## config.mk

```make
export PLATFORM = sky130hd
export DESIGN_NAME = wshb_mire
export DESIGN_NICKNAME = d
export VERILOG_FILES = /design/src/rtl/wshb_mire.sv
export SDC_FILE = /design/constraint.sdc
export NUM_CORES = 1
export LEC_CHECK = 0
export CELL_PAD_IN_SITES_DETAIL_PLACEMENT = 2
export CELL_PAD_IN_SITES_GLOBAL_PLACEMENT = 2
export CORE_MARGIN = 2
export CORE_UTILIZATION = 24
export DETAILED_ROUTE_END_ITERATION = 8
export GPL_TIMING_DRIVEN = 0
export HOLD_SLACK_MARGIN = 0.08
export PLACE_DENSITY = 0.85
export SLEW_MARGIN = 20
export SYNTH_ARGS = -nofsm -noshare
export SYNTH_HDL_FRONTEND = slang
export SYNTH_SLANG_ARGS = --single-unit
```

## constraint.sdc

```tcl
create_clock -name clk -period 1.8 [get_ports clk]
set_input_delay 0.36 -clock clk [delete_from_list [all_inputs] [get_ports clk]]
set_output_delay 0.36 -clock clk [all_outputs]
set_load 0.05 [all_outputs]
```

## src/rtl/wshb_mire.sv

```systemverilog
// wshb_mire: Wishbone write-only master that paints a 16-pixel white grid on
// black into an HDISP x VDISP framebuffer, one 32-bit word per pixel, in raster
// order, forever. The bus is released for one cycle after every BURST accepted
// writes, and after every retry, so that an arbiter can regrant it.
module wshb_mire #(
    parameter int unsigned HDISP = 800,
    parameter int unsigned VDISP = 480,
    parameter int unsigned BURST = 64
) (
    input  logic        clk,
    input  logic        rst_n,
    output logic        wshb_cyc,
    output logic        wshb_stb,
    output logic [31:0] wshb_adr,
    output logic        wshb_we,
    output logic [31:0] wshb_dat_ms,
    output logic [3:0]  wshb_sel,
    output logic [2:0]  wshb_cti,
    output logic [1:0]  wshb_bte,
    input  logic        wshb_ack,
    input  logic        wshb_err,
    input  logic        wshb_rty,
    input  logic [31:0] wshb_dat_sm,
    output logic        frame_done
);

    // Counters are at least 4 bits wide so the grid test on [3:0] is always legal.
    localparam int unsigned XW = ($clog2(HDISP) > 4) ? $clog2(HDISP) : 4;
    localparam int unsigned YW = ($clog2(VDISP) > 4) ? $clog2(VDISP) : 4;
    localparam int unsigned BW = (BURST > 1) ? $clog2(BURST) : 1;

    typedef enum logic [1:0] {
        StIdle  = 2'd0,
        StWrite = 2'd1,
        StPause = 2'd2
    } state_t;

    state_t          state_q, state_d;
    logic [XW-1:0]   x_q;
    logic [YW-1:0]   y_q;
    logic [31:0]     adr_q;
    logic [BW-1:0]   bcnt_q;

    logic            accept;
    logic            retry;
    logic            last_x;
    logic            last_y;
    logic            last_b;

    // Read data is never used by a write-only master.
    logic            unused_dat;
    assign unused_dat = ^wshb_dat_sm;

    // err is folded into ack so a faulty slave can never stall the frame.
    assign accept = (state_q == StWrite) && (wshb_ack || wshb_err);
    assign retry  = (state_q == StWrite) && !wshb_ack && !wshb_err && wshb_rty;
    assign last_x = (x_q == XW'(HDISP - 1));
    assign last_y = (y_q == YW'(VDISP - 1));
    assign last_b = (bcnt_q == BW'(BURST - 1));

    // State register
    always_ff @(posedge clk or negedge rst_n) begin
        if (!rst_n) begin
            state_q <= StIdle;
        end else begin
            state_q <= state_d;
        end
    end

    // Next-state logic
    always_comb begin
        state_d = state_q;
        unique case (state_q)
            StIdle:  state_d = StWrite;
            StWrite: begin
                if ((accept && last_b) || retry) begin
                    state_d = StPause;
                end
            end
            StPause: state_d = StWrite;
            default: state_d = StIdle;
        endcase
    end

    // Pixel, address and burst counters advance only on an accepted write
    always_ff @(posedge clk or negedge rst_n) begin
        if (!rst_n) begin
            x_q    <= '0;
            y_q    <= '0;
            adr_q  <= '0;
            bcnt_q <= '0;
        end else if (accept) begin
            if (last_x) begin
                x_q <= '0;
                if (last_y) begin
                    y_q   <= '0;
                    adr_q <= '0;
                end else begin
                    y_q   <= y_q + 1'b1;
                    adr_q <= adr_q + 32'd4;
                end
            end else begin
                x_q   <= x_q + 1'b1;
                adr_q <= adr_q + 32'd4;
            end
            bcnt_q <= last_b ? '0 : bcnt_q + 1'b1;
        end
    end

    // Bus outputs and the end-of-frame pulse
    always_comb begin
        wshb_cyc    = (state_q == StWrite);
        wshb_stb    = (state_q == StWrite);
        wshb_adr    = adr_q;
        wshb_dat_ms = ((x_q[3:0] == 4'd0) || (y_q[3:0] == 4'd0)) ? 32'h00FF_FFFF : 32'h0000_0000;
        wshb_we     = 1'b1;
        wshb_sel    = 4'hF;
        wshb_cti    = 3'b000;
        wshb_bte    = 2'b00;
        frame_done  = accept && last_x && last_y;
    end

endmodule

```

==> results of run 1 <==
[area by class of cell]
cell class	instances	area, um^2	area share, %
Multi-Input combinational cell	276	2410	37.9
Sequential cell	57	1460	22.9
Timing Repair Buffer	138	1380	21.7
Buffer	59	524	8.25
Clock buffer	13	260	4.10
Tap cell	184	230	3.62
Inverter	20	82.6	1.30
Clock inverter	3	15.0	0.236
[worst max path at each step]
stage,cells after the start,from,slack (ns),end
after floorplan,6,wshb_adr[3],-0.25,wshb_adr[28]
after global placement,1,rst_n,-1.83,wshb_adr[3]
after detailed placement,6,wshb_err,-1.39,frame_done
after CTS,4,x_q[6],-0.44,frame_done
after global routing,5,x_q[7],-0.51,frame_done
final,5,x_q[7],-0.43,frame_done
[state kept, by name, summed over array words and instances (netlist names)]
| name | cells |
|---|---|
| bcnt_q | 6 |
| wshb_adr | 30 |
| x_q | 10 |
| state_q | 2 |
| y_q | 9 |
[cells in the final DEF, fill, tap and decap left out, types with 16 or more instances in the layout]
| cell type | n |
|---|---|
| conb_1 | 20 |
| buf_4 | 93 |
| dlygate4sd2_1 | 29 |
| inv_1 | 17 |
| nand2_1 | 35 |
| buf_8 | 16 |
| a21oi_2 | 20 |
| buf_6 | 39 |
| nand4_1 | 17 |
| dfrtp_1 | 33 |
| dfrtp_2 | 24 |
[worst max-delay path: stages (launching register included)]
cell and delay (ns):
dfrtp_1 0.41, nor4b_4 0.38, nand4_1 0.16, buf_4 0.18, nor4_4 0.20, buf_6 0.21
[cells in the mapped netlist (2+ instances only)]
master    number
nor2_1        14
o31ai_1       25
nor3_1         3
and2_1         3
dfrtp_1       57
mux2i_1        5
o21ai_0       13
and3_1         6
o311ai_1       2
clkbuf_1      11
o311ai_0       4
nand2b_1       2
ha_1           6
or3_1          7
or4_1         18
and4_1         3
nand4_1       17
mux2_2         2
nand2_1       37
nand3_1       19
conb_1         2
a21oi_1       21
o211ai_1      10
buf_4         44
inv_1         19
nor4_1        10
buf_2          6
xnor2_1        8
or2_2          2
xor2_1         4
[per-stage QoR]
| step | power [mW] | hold WS (ns) | util, % | TNS, ns | worst slack [ns] |
|---|---|---|---|---|---|
| global placement | 3.74 | 0.443 | 31.3 | -141.12 | -1.83 |
| CTS | 6.02 | 0.512 | 39.0 | -10.65 | -0.440 |
| global route | 6.89 | 0.544 | 44.0 | -17.70 | -0.506 |
| finish | 6.59 | 0.506 | 44.0 | -14.22 | -0.431 |
| floorplan | 3.21 | 0.0644 | - | -1.38 | -0.246 |
| detailed placement | 3.88 | 0.317 | 31.4 | -51.07 | -1.39 |
[layer usage]
| metal | vias up | global-route usage [%] | wire length [um] |
|---|---|---|---|
| met4 | 0 | 6.21 | 509 |
| met1 | 2019 | 23.0 | 6710 |
| li1 | 1732 | - | - |
| met2 | 104 | 36.8 | 9990 |
| met5 | - | 0 | 0 |
| met3 | 33 | 3.34 | 506 |
[report_power, final]
group          switching (mW)  internal, mW
logic                    1.77          1.14
clock network           0.654          1.00
registers               0.441          1.58
[cells by family after synthesis]
logic type / count (synthesis) / share of synthesized area, %
AO/OA/AOI/OAI: 81 / 15.2
buffers and inverters: 81 / 13.6
AND/OR/NAND/NOR: 147 / 23.3
multiplexers: 7 / 2.06
other: 2 / 0.214
XOR/XNOR: 12 / 2.99
adder cells (fa/ha/maj): 6 / 2.14
flip-flops: 57 / 40.6
[repair_timing]
action | in CTS | in global routing
endpoints found under the hold margin | 26 | 0
resized for setup | 323 | 122
hold buffers | 1 | 0
gates cloned | 7 | 1
setup endpoints to repair | 108 | 77
setup buffers | 43 | 30
pin swaps | 27 | 32
==> flow_metrics.py, run 1 <==
metrics = {
    "sta": {
        "fmax_mhz": 448,
        "skew_ns": 0.0120,
        "slew_viol_final": 0,
        "setup_slack_ns": -0.431,
        "min_period_over_period_pct": 124,
        "worst_slew_pin_slew_ns": 0.547,
        "finalCriticalPeriod_ns": 2.23,
        "hold_violations": 0,
        "setup_viol": 66,
        "relSlewSlack_pct": 63.7,
        "rsz0062_at_grt": "true",
    },
    "yosys": {
        "ys_seq_elements": 57,
        "syn_avg_cell_area_um2": 8.95,
        "synth_edf_count": 0,
        "yosysTopAreaCellShare_pct": 40.6,
        "yosysTopAreaCell": "dfrtp_1",
        "async_flop_share_pct": 100,
        "yosysUniqueCellTypes": 43,
        "ys.flop_type": "dfrtp_1",
        "yosysSeqAreaShare_pct": 40.6,
        "synth_area_leaders": "dfrtp_1 41%, buf_4 9.4%, o31ai_1 5.3%, nand2_1 4.0%, or4_1 3.8%",
        "syn_area_mm2": 0.00352,
        "syn_inst": 393,
        "synth_warnings": 0,
    },
    "layout": {
        "fin_area_mm2": 0.00635,
        "instances_no_fill": 750,
        "drive_above_1_share_pct": 54.4,
        "num-nets-final": 604,
        "insertedDiodeCount": 0,
        "fill_cells": 1520,
        "area_growth_syn_to_layout_pct": 80.7,
    },
    "flow_run": {
        "cap_violations": 0,
    },
    "power_and_ir_drop": {
        "ir_worst_vdd_mv": 0.696,
        "power_density_mw_per_mm2": 1040,
        "cellLeakagePower_nw": 2.69,
    },
    "setup_path": {
        "arrival_ns": 1.87,
        "crit_path_end_kind": "primary output",
        "reg2reg_from": "y_q[0]",
        "reg2reg_depth": 8,
        "critPathKind": "reg -> out",
        "crit_fanout": 2,
        "crit_required_ns": 1.44,
        "r2r_end": "wshb_adr[8]",
        "reg2reg_setup_slack_ns": -0.23,
        "startpoint_type": "flop",
    },
    "drt": {
        "drc": 0,
        "via_per_inst": 5.18,
        "drt_iter0_markers": 179,
        "drtPass1Iterations": 6,
        "wl_um": 17700,
        "ant_nets": 0,
        "routedWlPerCell_um": 23.6,
        "vias": 3888,
    },
    "floorplan": {
        "row_count": 44,
        "dieHeight_um": 125,
        "pin_count": 114,
        "floorplan.initialDensity_pct": 24.4,
        "die_area_mm2": 0.0156,
        "core_mm2": 0.0144,
        "die_w_um": 125,
    },
    "min_path": {
        "hp-class": "in -> async",
    },
    "placed_design": {
        "dp.cells": 657,
        "io_buffer_count": 61,
        "hpwl_um": 8360,
        "dpl-instance-area_mm2": 0.00453,
        "place_congestion": 0.742,
    },
    "cts": {
        "root_buffer": "clkbuf_16",
        "numCtsBuffers": 9,
        "clock_latency_ns": 0.34,
        "cts_tree": "done",
        "htreeDepth": 3,
        "clock_sinks": 57,
        "clk_pin_slew_ns": 0.06,
        "clockBufferDepth": 2,
    },
    "global_route": {
        "grt_overflow": 0,
        "grt_use_total_pct": 19.7,
        "grt_pass1_vias": 4241,
        "antenna_found_initial": 0,
        "grt_max_degree": 32,
        "grt_pass1_wl_um": 24600,
    },
    "run_status": {
        "violations": "setup timing",
        "status": "finished, violations left",
    },
}
(Power assumes the default switching activity.)
==> run 2, diff against run 1 <==
==> constraint.sdc (replaced) <==
create_clock -name clk -period 1.8 [get_ports clk]
set_input_delay 0.27 -clock clk [delete_from_list [all_inputs] [get_ports clk]]
set_output_delay 0.27 -clock clk [all_outputs]
set_load 0.05 [all_outputs]
==> run 2 against run 1 <==
- the run still ends with setup timing left
- sequential power barely moved
- count of clock-buffer cells in the layout rose by 1
- final cell count fell by 2.0%
- flip-flop and latch count did not move
- critical path type unchanged
- largest cell class unchanged
==> flow_metrics.py, run 2 (synthesis gave the netlist of run 1 again) <==
metrics = {
    "sta": {
        "rsz0062_at_grt": "true",
        "setup_slack_ns": -0.466,
        "relSlewSlack_pct": 62.0,
        "fmax_mhz": 441,
        "min_period_over_period_pct": 126,
        "finalCriticalPeriod_ns": 2.27,
        "setup_viol": 67,
        "worst_slew_pin_slew_ns": 0.565,
        "slew_viol_final": 0,
        "hold_violations": 0,
        "holdWs_ns": 0.391,
        "skew_ns": 0.00912,
        "finalSetupTns_ns": -13.34,
    },
    "setup_path": {
        "crit_fanout": 4,
        "startpoint_type": "flop",
        "reg2reg_depth": 9,
        "critPathKind": "reg -> out",
        "crit_required_ns": 1.53,
        "crit_path_end_kind": "primary output",
        "arrival_ns": 2.00,
    },
    "layout": {
        "drive_above_1_share_pct": 50.3,
        "fin_area_mm2": 0.00609,
        "fill_cells": 1537,
        "insertedDiodeCount": 0,
        "area_growth_syn_to_layout_pct": 73.3,
        "layout_common_cells": "89 x buf_4, 42 x buf_6, 37 x dfrtp_1",
        "largest_reg_flops": 30,
        "instances_no_fill": 735,
        "final_common_cell": "buf_4",
        "num-nets-final": 591,
    },
    "floorplan": {
        "core_mm2": 0.0144,
        "floorplan.initialDensity_pct": 24.4,
        "pin_count": 114,
        "die_area_mm2": 0.0156,
        "die_w_um": 125,
        "row_count": 44,
        "dieHeight_um": 125,
    },
    "cts": {
        "clock_sinks": 57,
        "cts_tree": "done",
        "htreeDepth": 3,
        "clock_latency_ns": 0.34,
        "clockBufferDepth": 2,
        "clk_pin_slew_ns": 0.06,
        "root_buffer": "clkbuf_16",
        "numCtsBuffers": 9,
    },
    "global_route": {
        "grt_use_total_pct": 18.2,
        "antenna_found_initial": 0,
        "grt_pass1_vias": 4072,
        "grt_max_degree": 37,
        "grt_overflow": 0,
        "grt_pass1_wl_um": 22700,
    },
    "power_and_ir_drop": {
        "cellLeakagePower_nw": 2.57,
        "internal_power_mw": 3.70,
        "ir_worst_vdd_mv": 0.574,
        "seqPwrFrac_pct": 31.0,
        "p_sw_mw": 2.74,
        "netSwitchingFraction_pct": 42.5,
        "clkPwrFrac_pct": 25.7,
        "p_comb_share_pct": 43.3,
        "power_density_mw_per_mm2": 1060,
    },
    "drt": {
        "via_per_inst": 5.17,
        "wl_um": 16700,
        "drc": 0,
        "routedWlPerCell_um": 22.7,
        "drtPass1Iterations": 4,
        "drt_iter0_markers": 183,
        "ant_nets": 0,
        "vias": 3799,
    },
    "run_status": {
        "status": "finished, violations left",
        "violations": "setup timing",
    },
    "placed_design": {
        "dp.cells": 657,
        "post-place-ws_ns": -1.22,
        "io_buffer_count": 61,
        "hpwl_um": 8360,
        "dpl-instance-area_mm2": 0.00453,
        "place_congestion": 0.746,
    },
    "min_path": {
        "hp-class": "in -> async",
    },
    "flow_run": {
        "cap_violations": 0,
    },
}
## run 2: cell types whose count changed in the layout (fill, tap and decap cells not counted), sizes merged
cell and change:
clkdlybuf4s50 +2, clkdlybuf4s15 -2, clkbuf -2, dlygate4sd2 +1
buf -11, clkinv -3
## run 2: final timing paths
kind                                  from            to  slack, ns
worst min-delay path                 rst_n  wshb_adr[21]       0.39
worst max register to register      x_q[0]        x_q[9]      -0.28
worst max-delay path                x_q[1]    frame_done      -0.47
min in group clk                state_q[0]    state_q[0]       0.52
max in group asynchronous            rst_n        x_q[6]       0.86
worst min register to register  state_q[0]    state_q[0]       0.52
## run 2: final cells by class
cell class / instances / area (um^2) / share of cell area (%)
timing repair buffer: 127 / 1220 / 20.1
clock buffer: 14 / 274 / 4.50
sequential: 57 / 1450 / 23.8
tap: 184 / 230 / 3.78
multi-input combinational: 276 / 2330 / 38.2
buffer: 57 / 504 / 8.28
inverter: 20 / 80.1 / 1.31
## run 2: power by group through the flow
stage          sequential [mW]  combinational [mW]  clock, mW
3_3_place_gp              1.94                1.81          0
4_1_cts                   1.97                2.18       1.66
3_5_place_dp              1.98                1.89          0
6_report                  2.00                2.79       1.66
2_1_floorplan             2.26               0.947          0
5_1_grt                   2.04                2.97       1.73
## run 2: through the flow
step / utilization [%] / total power [mW]
floorplan: - / 3.21
global route: 42.2 / 6.74
global placement: 31.3 / 3.75
finish: 42.2 / 6.44
CTS: 38.1 / 5.81
detailed placement: 31.4 / 3.87
## run 2: repair_timing
| item | in CTS | in global routing |
|---|---|---|
| cloned | 6 | 2 |
| setup buffers | 25 | 36 |
| pin swaps | 28 | 31 |
| gates resized for setup | 327 | 79 |
| hold buffers | 1 | 0 |
| hold endpoints to repair | 21 | 0 |
| setup endpoints to repair | 103 | 73 |
## run 2: per-layer routing
layer	global-route usage (%)	routed length [um]
met2	34.8	9210
met1	20.1	6210
met5	0	0
met4	6.01	687
met3	3.68	572
## run 2: critical path, cell delays in order, from the launching register on
cell and delay (ns):
dfrtp_1 0.42, ha_2 0.22, and3_4 0.20, nand4_1 0.19
nor4_4 0.42, buf_6 0.22
==> run 3, diff against run 2 <==
- CAP_MARGIN: not set -> 20
==> results of run 3 <==
The final DEF is identical to that of run 2; final timing and power are the same.
